$ cat src/rtl/core_pkg.sv
// Shared core definitions: sequencer state/trap encodings and the base opcode set
// recognised by the decoder.
package core_pkg;

  typedef enum logic [2:0] {
    ST_FETCH     = 3'd0,
    ST_DECODE    = 3'd1,
    ST_EXECUTE   = 3'd2,
    ST_MEM       = 3'd3,
    ST_WRITEBACK = 3'd4,
    ST_HALT      = 3'd5,
    ST_TRAP      = 3'd6
  } state_t;

  typedef enum logic [1:0] {
    TRAP_NONE        = 2'd0,
    TRAP_ILLEGAL     = 2'd1,
    TRAP_MEM_TIMEOUT = 2'd2
  } trap_cause_t;

  typedef struct packed {
    logic mem_req;
    logic mem_we;
    logic mem_addr_sel;
    logic ir_en;
    logic pc_en;
    logic rf_we;
    logic halted;
  } strobes_t;

  localparam logic [6:0] OPC_LUI    = 7'b0110111;
  localparam logic [6:0] OPC_AUIPC  = 7'b0010111;
  localparam logic [6:0] OPC_JAL    = 7'b1101111;
  localparam logic [6:0] OPC_JALR   = 7'b1100111;
  localparam logic [6:0] OPC_BRANCH = 7'b1100011;
  localparam logic [6:0] OPC_LOAD   = 7'b0000011;
  localparam logic [6:0] OPC_STORE  = 7'b0100011;
  localparam logic [6:0] OPC_OP_IMM = 7'b0010011;
  localparam logic [6:0] OPC_OP     = 7'b0110011;

  // Decoder helper: true for the nine base opcodes the core executes.
  function automatic logic is_base_opcode(input logic [6:0] opc);
    logic hit_s;
    case (opc)
      OPC_LUI, OPC_AUIPC, OPC_JAL, OPC_JALR, OPC_BRANCH,
      OPC_LOAD, OPC_STORE, OPC_OP_IMM, OPC_OP: hit_s = 1'b1;
      default:                                 hit_s = 1'b0;
    endcase
    return hit_s;
  endfunction

endpackage

$ cat src/rtl/multicycle_sequencer.sv
// Multicycle control sequencer: steps each instruction through fetch, decode,
// execute, optional memory access and writeback, with halt and sticky trap states.
module multicycle_sequencer
  import core_pkg::*;
#(
  parameter int TIMEOUT   = 64,
  parameter int INSTRET_W = 32
) (
  input  logic                 clk,
  input  logic                 rst_n,
  input  logic                 mem_ready,
  input  logic                 dec_valid_op,
  input  logic                 dec_mem_read,
  input  logic                 dec_mem_write,
  input  logic                 dec_reg_write,
  input  logic                 halt_req,
  output logic                 mem_req,
  output logic                 mem_we,
  output logic                 mem_addr_sel,
  output logic                 ir_en,
  output logic                 pc_en,
  output logic                 rf_we,
  output logic [2:0]           state,
  output logic                 halted,
  output logic [1:0]           trap_cause,
  output logic [INSTRET_W-1:0] instret
);

  localparam int WAIT_W = (TIMEOUT > 1) ? $clog2(TIMEOUT) : 1;
  localparam logic [WAIT_W-1:0] WAIT_LAST = WAIT_W'(TIMEOUT - 1);

  state_t                state_r;
  state_t                state_s;
  trap_cause_t           cause_r;
  trap_cause_t           cause_s;
  logic [WAIT_W-1:0]     wait_r;
  logic [WAIT_W-1:0]     wait_s;
  logic [INSTRET_W-1:0]  instret_r;
  logic                  mem_phase_s;
  logic                  timeout_s;
  strobes_t              strb_s;

  // The wait counter only runs while an access is stalled; any completed access or
  // non-memory state leaves it at zero, so every FETCH/MEM entry starts from zero.
  assign mem_phase_s = (state_r == ST_FETCH) || (state_r == ST_MEM);
  assign timeout_s   = mem_phase_s && !mem_ready && (wait_r == WAIT_LAST);

  // State, trap cause and wait counter registers.
  always_ff @(posedge clk) begin
    if (!rst_n) begin
      state_r <= ST_FETCH;
      cause_r <= TRAP_NONE;
      wait_r  <= '0;
    end else begin
      state_r <= state_s;
      cause_r <= cause_s;
      wait_r  <= wait_s;
    end
  end

  // Retired-instruction counter, wraps naturally at its width.
  always_ff @(posedge clk) begin
    if (!rst_n) begin
      instret_r <= '0;
    end else if (state_r == ST_WRITEBACK) begin
      instret_r <= instret_r + INSTRET_W'(1);
    end else begin
      instret_r <= instret_r;
    end
  end

  // Next-state, trap cause and wait counter logic.
  always_comb begin
    state_s = state_r;
    cause_s = cause_r;
    if (mem_phase_s && !mem_ready) begin
      wait_s = wait_r + WAIT_W'(1);
    end else begin
      wait_s = '0;
    end
    case (state_r)
      ST_FETCH, ST_MEM: begin
        // A late mem_ready in the final allowed cycle still completes the access.
        if (mem_ready) begin
          state_s = (state_r == ST_FETCH) ? ST_DECODE : ST_WRITEBACK;
        end else if (timeout_s) begin
          state_s = ST_TRAP;
          cause_s = TRAP_MEM_TIMEOUT;
        end else begin
          state_s = state_r;
        end
      end
      ST_DECODE: begin
        if (dec_valid_op) begin
          state_s = ST_EXECUTE;
        end else begin
          state_s = ST_TRAP;
          cause_s = TRAP_ILLEGAL;
        end
      end
      ST_EXECUTE: begin
        if (dec_mem_read || dec_mem_write) begin
          state_s = ST_MEM;
        end else begin
          state_s = ST_WRITEBACK;
        end
      end
      ST_WRITEBACK, ST_HALT: begin
        if (halt_req) begin
          state_s = ST_HALT;
        end else begin
          state_s = ST_FETCH;
        end
      end
      ST_TRAP: begin
        state_s = ST_TRAP;
      end
      default: begin
        state_s = ST_TRAP;
        cause_s = cause_r;
      end
    endcase
  end

  // Output decode from the current state; everything is held low during reset.
  always_comb begin
    strb_s = '0;
    if (!rst_n) begin
      strb_s = '0;
    end else begin
      case (state_r)
        ST_FETCH: begin
          strb_s.mem_req = 1'b1;
          strb_s.ir_en   = mem_ready;
        end
        ST_MEM: begin
          strb_s.mem_req      = 1'b1;
          strb_s.mem_we       = dec_mem_write;
          strb_s.mem_addr_sel = 1'b1;
        end
        ST_WRITEBACK: begin
          strb_s.pc_en = 1'b1;
          strb_s.rf_we = dec_reg_write;
        end
        ST_HALT, ST_TRAP: begin
          strb_s.halted = 1'b1;
        end
        ST_DECODE, ST_EXECUTE: begin
          strb_s = '0;
        end
        default: begin
          strb_s.halted = 1'b1;
        end
      endcase
    end
  end

  assign mem_req      = strb_s.mem_req;
  assign mem_we       = strb_s.mem_we;
  assign mem_addr_sel = strb_s.mem_addr_sel;
  assign ir_en        = strb_s.ir_en;
  assign pc_en        = strb_s.pc_en;
  assign rf_we        = strb_s.rf_we;
  assign halted       = strb_s.halted;
  assign state        = state_r;
  assign trap_cause   = cause_r;
  assign instret      = instret_r;

endmodule

$ cat config.mk
export PLATFORM = sky130hd
export DESIGN_NAME = multicycle_sequencer
export DESIGN_NICKNAME = d
export VERILOG_FILES = /design/src/rtl/core_pkg.sv /design/src/rtl/multicycle_sequencer.sv
export SDC_FILE = /design/constraint.sdc
export NUM_CORES = 1
export LEC_CHECK = 0
export ABC_AREA = 1
export CORE_MARGIN = 2
export CORE_UTILIZATION = 60
export DETAILED_ROUTE_END_ITERATION = 10
export DONT_BUFFER_PORTS = 1
export PLACE_DENSITY = 0.76
export REMOVE_ABC_BUFFERS = 1
export SLEW_MARGIN = 40
export SYNTH_ARGS = -nofsm -noshare
export SYNTH_HDL_FRONTEND = slang
export SYNTH_SLANG_ARGS = --single-unit
$ cat constraint.sdc
create_clock -name clk -period 3.8 [get_ports clk]
set_input_delay 0.76 -clock clk [delete_from_list [all_inputs] [get_ports clk]]
set_output_delay 0.76 -clock clk [all_outputs]
set_load 0.02 [all_outputs]
==> flow_summary.rst <==
.. list-table::
   :header-rows: 1

   * - Metric
     - Value
   * - Routed Wire Length
     - 5270 microns
   * - TritonRoute pass-1 iters
     - 5
   * - Maximum number of pins on one net before global-route repair
     - 27
   * - Finished Layout Cells
     - 406
   * - Vert. Die Dim
     - 66.8 microns
   * - CP max-delay cell
     - sky130_fd_sc_hd__nor3b_1
   * - Clock insertion delay at the later pin of the skew report
     - 0.30 ns
   * - Post-DP HPWL
     - 3920 microns
   * - Final Hold Fails
     - 0
   * - Count of H-tree levels built during CTS
     - 2
   * - Total die area
     - 0.00446 sq mm
   * - Data required time of the worst path
     - 3.04 ns
   * - Critical path cell sequence
     - clkinv_1 -> nor3b_1
   * - Register bit count reported by yosys
     - 43
   * - Peak VDD IR
     - 0.421 mV
   * - Power density over the cells
     - 482 mW/mm^2
   * - Clk sinks
     - 43
   * - Global-route wire length before repair
     - 8690 microns
   * - Drt via density
     - 5.35
   * - IO Port Bufs
     - 0
   * - Via Count
     - 2172
   * - Type of the tightest min-delay check
     - flop to flop
   * - Clk Tree Root Cell
     - sky130_fd_sc_hd__clkbuf_8
   * - R2R setup slack
     - 1.98 ns
   * - Total routing resource utilization after global routing
     - 25.5%
   * - Count of hold-fix buffers inserted at cts
     - 0
   * - Cells resized by post-CTS repair
     - 0
   * - Remaining number of nets flagged by the antenna check after routing
     - 0
   * - Number of core rows
     - 22
   * - RR Startpoint
     - instret[0]
   * - Register area share after synthesis
     - 36.4%
   * - Transition at the pin with the smallest max-transition slack
     - 0.691 ns
   * - Endpoint of the most critical register-to-register path
     - instret[26]
   * - Clock transition at the registers of the reported paths
     - 0.08 ns
   * - Sum of buffers and inverters on the critical path
     - 1
   * - Total standard cell area after synthesis
     - 0.00237 sq mm
   * - Layout cells sized above 1
     - 8.10%
   * - Endpoint kind of the worst setup timing path
     - primary output
   * - Worst Hold Slack
     - 0.450 ns
   * - Leak pwr
     - 1.06 nW
   * - Post-layout minimum cycle time
     - 2.68 ns
   * - Total negative setup slack
     - 0 ns
   * - Run status
     - completed
   * - Antenna diodes
     - 0
   * - Count of unresolved DRC violations after routing
     - 0
   * - Number of instances in the synthesized netlist
     - 354
   * - Timing-limited maximum frequency
     - 374 MHz
   * - Portion of the clock cycle consumed by the worst path in the final layout
     - 70.4%
   * - Top Ports
     - 52
   * - Critical path's top delay family
     - simple AND/OR/NAND/NOR gates
   * - Post-route total power
     - 1.23 mW
   * - Maxcap violations
     - 0
   * - Cell area after layout
     - 0.00255 sq mm
   * - Final clock skew
     - 0.00422 ns
   * - DRT iter0 DRCs
     - 194
   * - Worst stage delay on the critical path
     - 0.74 ns
   * - Final setup violating endpoints
     - 0
   * - CTS buffer count
     - 5
   * - Post-Syn Area per Cell
     - 6.68 sq um
   * - Normalized max-slew margin
     - 53.8%
   * - Setup Crit Path Kind
     - primary input to primary output
   * - Worst hold path depth
     - 1
   * - Cell depth of the worst flop-to-flop path
     - 10
   * - Startpoint type of the worst setup path
     - primary input
   * - Unrepaired setup endpoints after global routing
     - no
   * - Initial core utilization
     - 63.7%
   * - Gpl congestion
     - 0.853
   * - Floorplan core area
     - 0.00372 sq mm
   * - Count of yosys warnings during synthesis
     - 0
   * - Vias in the first global route
     - 1951
   * - HP Start
     - wait_r[0]
   * - Number of cells after detailed placement
     - 398
   * - Remaining global-route overflow
     - 0
   * - Initial antenna violation count
     - 0
   * - DIE WIDTH
     - 66.8 microns
   * - Number of buffers between clock root and the deepest sink
     - 2
   * - Max FO, Critical Path
     - 26
   * - Total Nets Final
     - 367
   * - # Post-CTS Setup Buffers
     - 0
   * - Routed wire per std cell
     - 13.0 microns
   * - Endpoint of the worst hold-timing path
     - wait_r[0]
   * - Pins over their slew limit
     - 0
   * - Count of distinct cell types in the synthesized netlist
     - 29
   * - P&R area growth vs syn
     - 7.67%
   * - Placed standard-cell area
     - 0.00241 sq mm
   * - Data arrival time of the critical path
     - 1.92 ns
   * - Clock tree from TritonCTS
     - yes
how the worst max path moves through the flow:
stage,depth (start not counted),end,slack [ns],startpoint
2_1_floorplan,2,mem_we,1.37,rst_n
3_3_place_gp,2,mem_we,1.15,rst_n
3_5_place_dp,2,mem_we,1.09,rst_n
4_1_cts,2,mem_we,1.09,rst_n
5_1_grt,2,mem_we,0.99,rst_n
6_report,2,mem_we,1.12,rst_n
per-stage QoR:
step                      setup slack (ns)  util (%)
after CTS                             1.09      68.6
after floorplan                       1.37         -
final                                 1.12      68.6
after global placement                1.15      64.9
after detailed placement              1.09      64.9
after global routing                 0.989      68.6
routing by layer:
layer,vias to the layer above,global-route usage (%),share of wire [%]
met3,9,5.57,6.2
met1,967,30.5,43
li1,1132,-,-
met2,64,44.4,49
met4,0,9.44,1.7
met5,-,0,0
layout by cell type (no fill, tap or decap):
master / instances
sky130_fd_sc_hd__nand2_4: 2
sky130_fd_sc_hd__clkinv_1: 1
sky130_fd_sc_hd__o21ai_0: 19
sky130_fd_sc_hd__nor2_8: 2
sky130_fd_sc_hd__clkinvlp_4: 1
sky130_fd_sc_hd__o22ai_1: 1
sky130_fd_sc_hd__nor2_4: 6
sky130_fd_sc_hd__clkbuf_8: 5
sky130_fd_sc_hd__ha_1: 2
sky130_fd_sc_hd__nand3b_4: 1
sky130_fd_sc_hd__nand3_2: 2
sky130_fd_sc_hd__inv_2: 2
sky130_fd_sc_hd__o21ai_1: 1
sky130_fd_sc_hd__clkinv_2: 1
sky130_fd_sc_hd__xor2_1: 5
sky130_fd_sc_hd__nand2_1: 76
sky130_fd_sc_hd__nand3b_1: 1
sky130_fd_sc_hd__nor3b_1: 4
sky130_fd_sc_hd__nor3_1: 12
sky130_fd_sc_hd__nand3_1: 25
sky130_fd_sc_hd__dfxtp_1: 43
sky130_fd_sc_hd__nor2_1: 60
sky130_fd_sc_hd__nand4_1: 13
sky130_fd_sc_hd__nand3_4: 1
sky130_fd_sc_hd__nand2_2: 2
sky130_fd_sc_hd__inv_1: 50
sky130_fd_sc_hd__or2_2: 2
sky130_fd_sc_hd__a31oi_1: 1
sky130_fd_sc_hd__bufinv_16: 2
sky130_fd_sc_hd__o21bai_1: 1
sky130_fd_sc_hd__a21oi_1: 14
where the power goes:
group / leakage, nW / switching [mW] / internal [mW]
Clock: 0.0644 / 0.161 / 0.262
Combinational: 0.644 / 0.162 / 0.0734
Sequential: 0.347 / 0.0838 / 0.485
cell families after synthesis:
kind of cell / after synthesis / synth area share, %
AO/OA/AOI/OAI: 37 / 8.04
XOR/XNOR: 5 / 1.85
adder cells (fa/ha/maj): 2 / 1.06
buffers and inverters: 58 / 9.25
flip-flops: 43 / 36.4
AND/OR/NAND/NOR: 209 / 43.4
state kept, by name, summed over array words and instances, names as in the netlist:
signal and cells:
trap_cause 2, instret 32, state 3, wait_r 6
cell type report:
cell class | instances | area [sq um]
inverters | 54 | 204
clock buffers | 5 | 68.8
clock inverters | 3 | 67.6
multi-input cells | 253 | 1290
well taps | 48 | 60.1
flip-flops and latches | 43 | 861
fillers | 327 | 1170
Yosys cell counts:
| master | count | area [sq um] |
|---|---|---|
| sky130_fd_sc_hd__nand2_4 | 2 | 22.5 |
| sky130_fd_sc_hd__o21bai_1 | 1 | 7.51 |
| sky130_fd_sc_hd__o21ai_0 | 19 | 95.1 |
| sky130_fd_sc_hd__nand3b_1 | 1 | 7.51 |
| sky130_fd_sc_hd__o21ai_1 | 1 | 5.00 |
| sky130_fd_sc_hd__inv_1 | 50 | 188 |
| sky130_fd_sc_hd__nand3_4 | 1 | 17.5 |
| sky130_fd_sc_hd__o22ai_1 | 1 | 6.26 |
| sky130_fd_sc_hd__nand4_1 | 13 | 81.3 |
| sky130_fd_sc_hd__nand3_1 | 25 | 125 |
| sky130_fd_sc_hd__inv_2 | 2 | 7.51 |
| sky130_fd_sc_hd__nand3b_4 | 1 | 20.0 |
| sky130_fd_sc_hd__nand2_1 | 76 | 285 |
| sky130_fd_sc_hd__clkinv_1 | 1 | 3.75 |
| sky130_fd_sc_hd__a21oi_1 | 14 | 70.1 |
| sky130_fd_sc_hd__ha_1 | 2 | 25.0 |
| sky130_fd_sc_hd__nand3_2 | 2 | 20.0 |
| sky130_fd_sc_hd__or2_2 | 2 | 12.5 |
| sky130_fd_sc_hd__a31oi_1 | 1 | 6.26 |
| sky130_fd_sc_hd__xor2_1 | 5 | 43.8 |
| sky130_fd_sc_hd__nor2_1 | 60 | 225 |
| sky130_fd_sc_hd__nor3b_1 | 4 | 30.0 |
| sky130_fd_sc_hd__dfxtp_1 | 43 | 861 |
| sky130_fd_sc_hd__clkinv_2 | 1 | 5.00 |
| sky130_fd_sc_hd__nor2_8 | 2 | 40.0 |
| sky130_fd_sc_hd__nand2_2 | 2 | 12.5 |
| sky130_fd_sc_hd__clkbuf_1 | 4 | 15.0 |
| sky130_fd_sc_hd__nor2_4 | 6 | 67.6 |
| sky130_fd_sc_hd__nor3_1 | 12 | 60.1 |
Power figures use the tool's default switching activity.
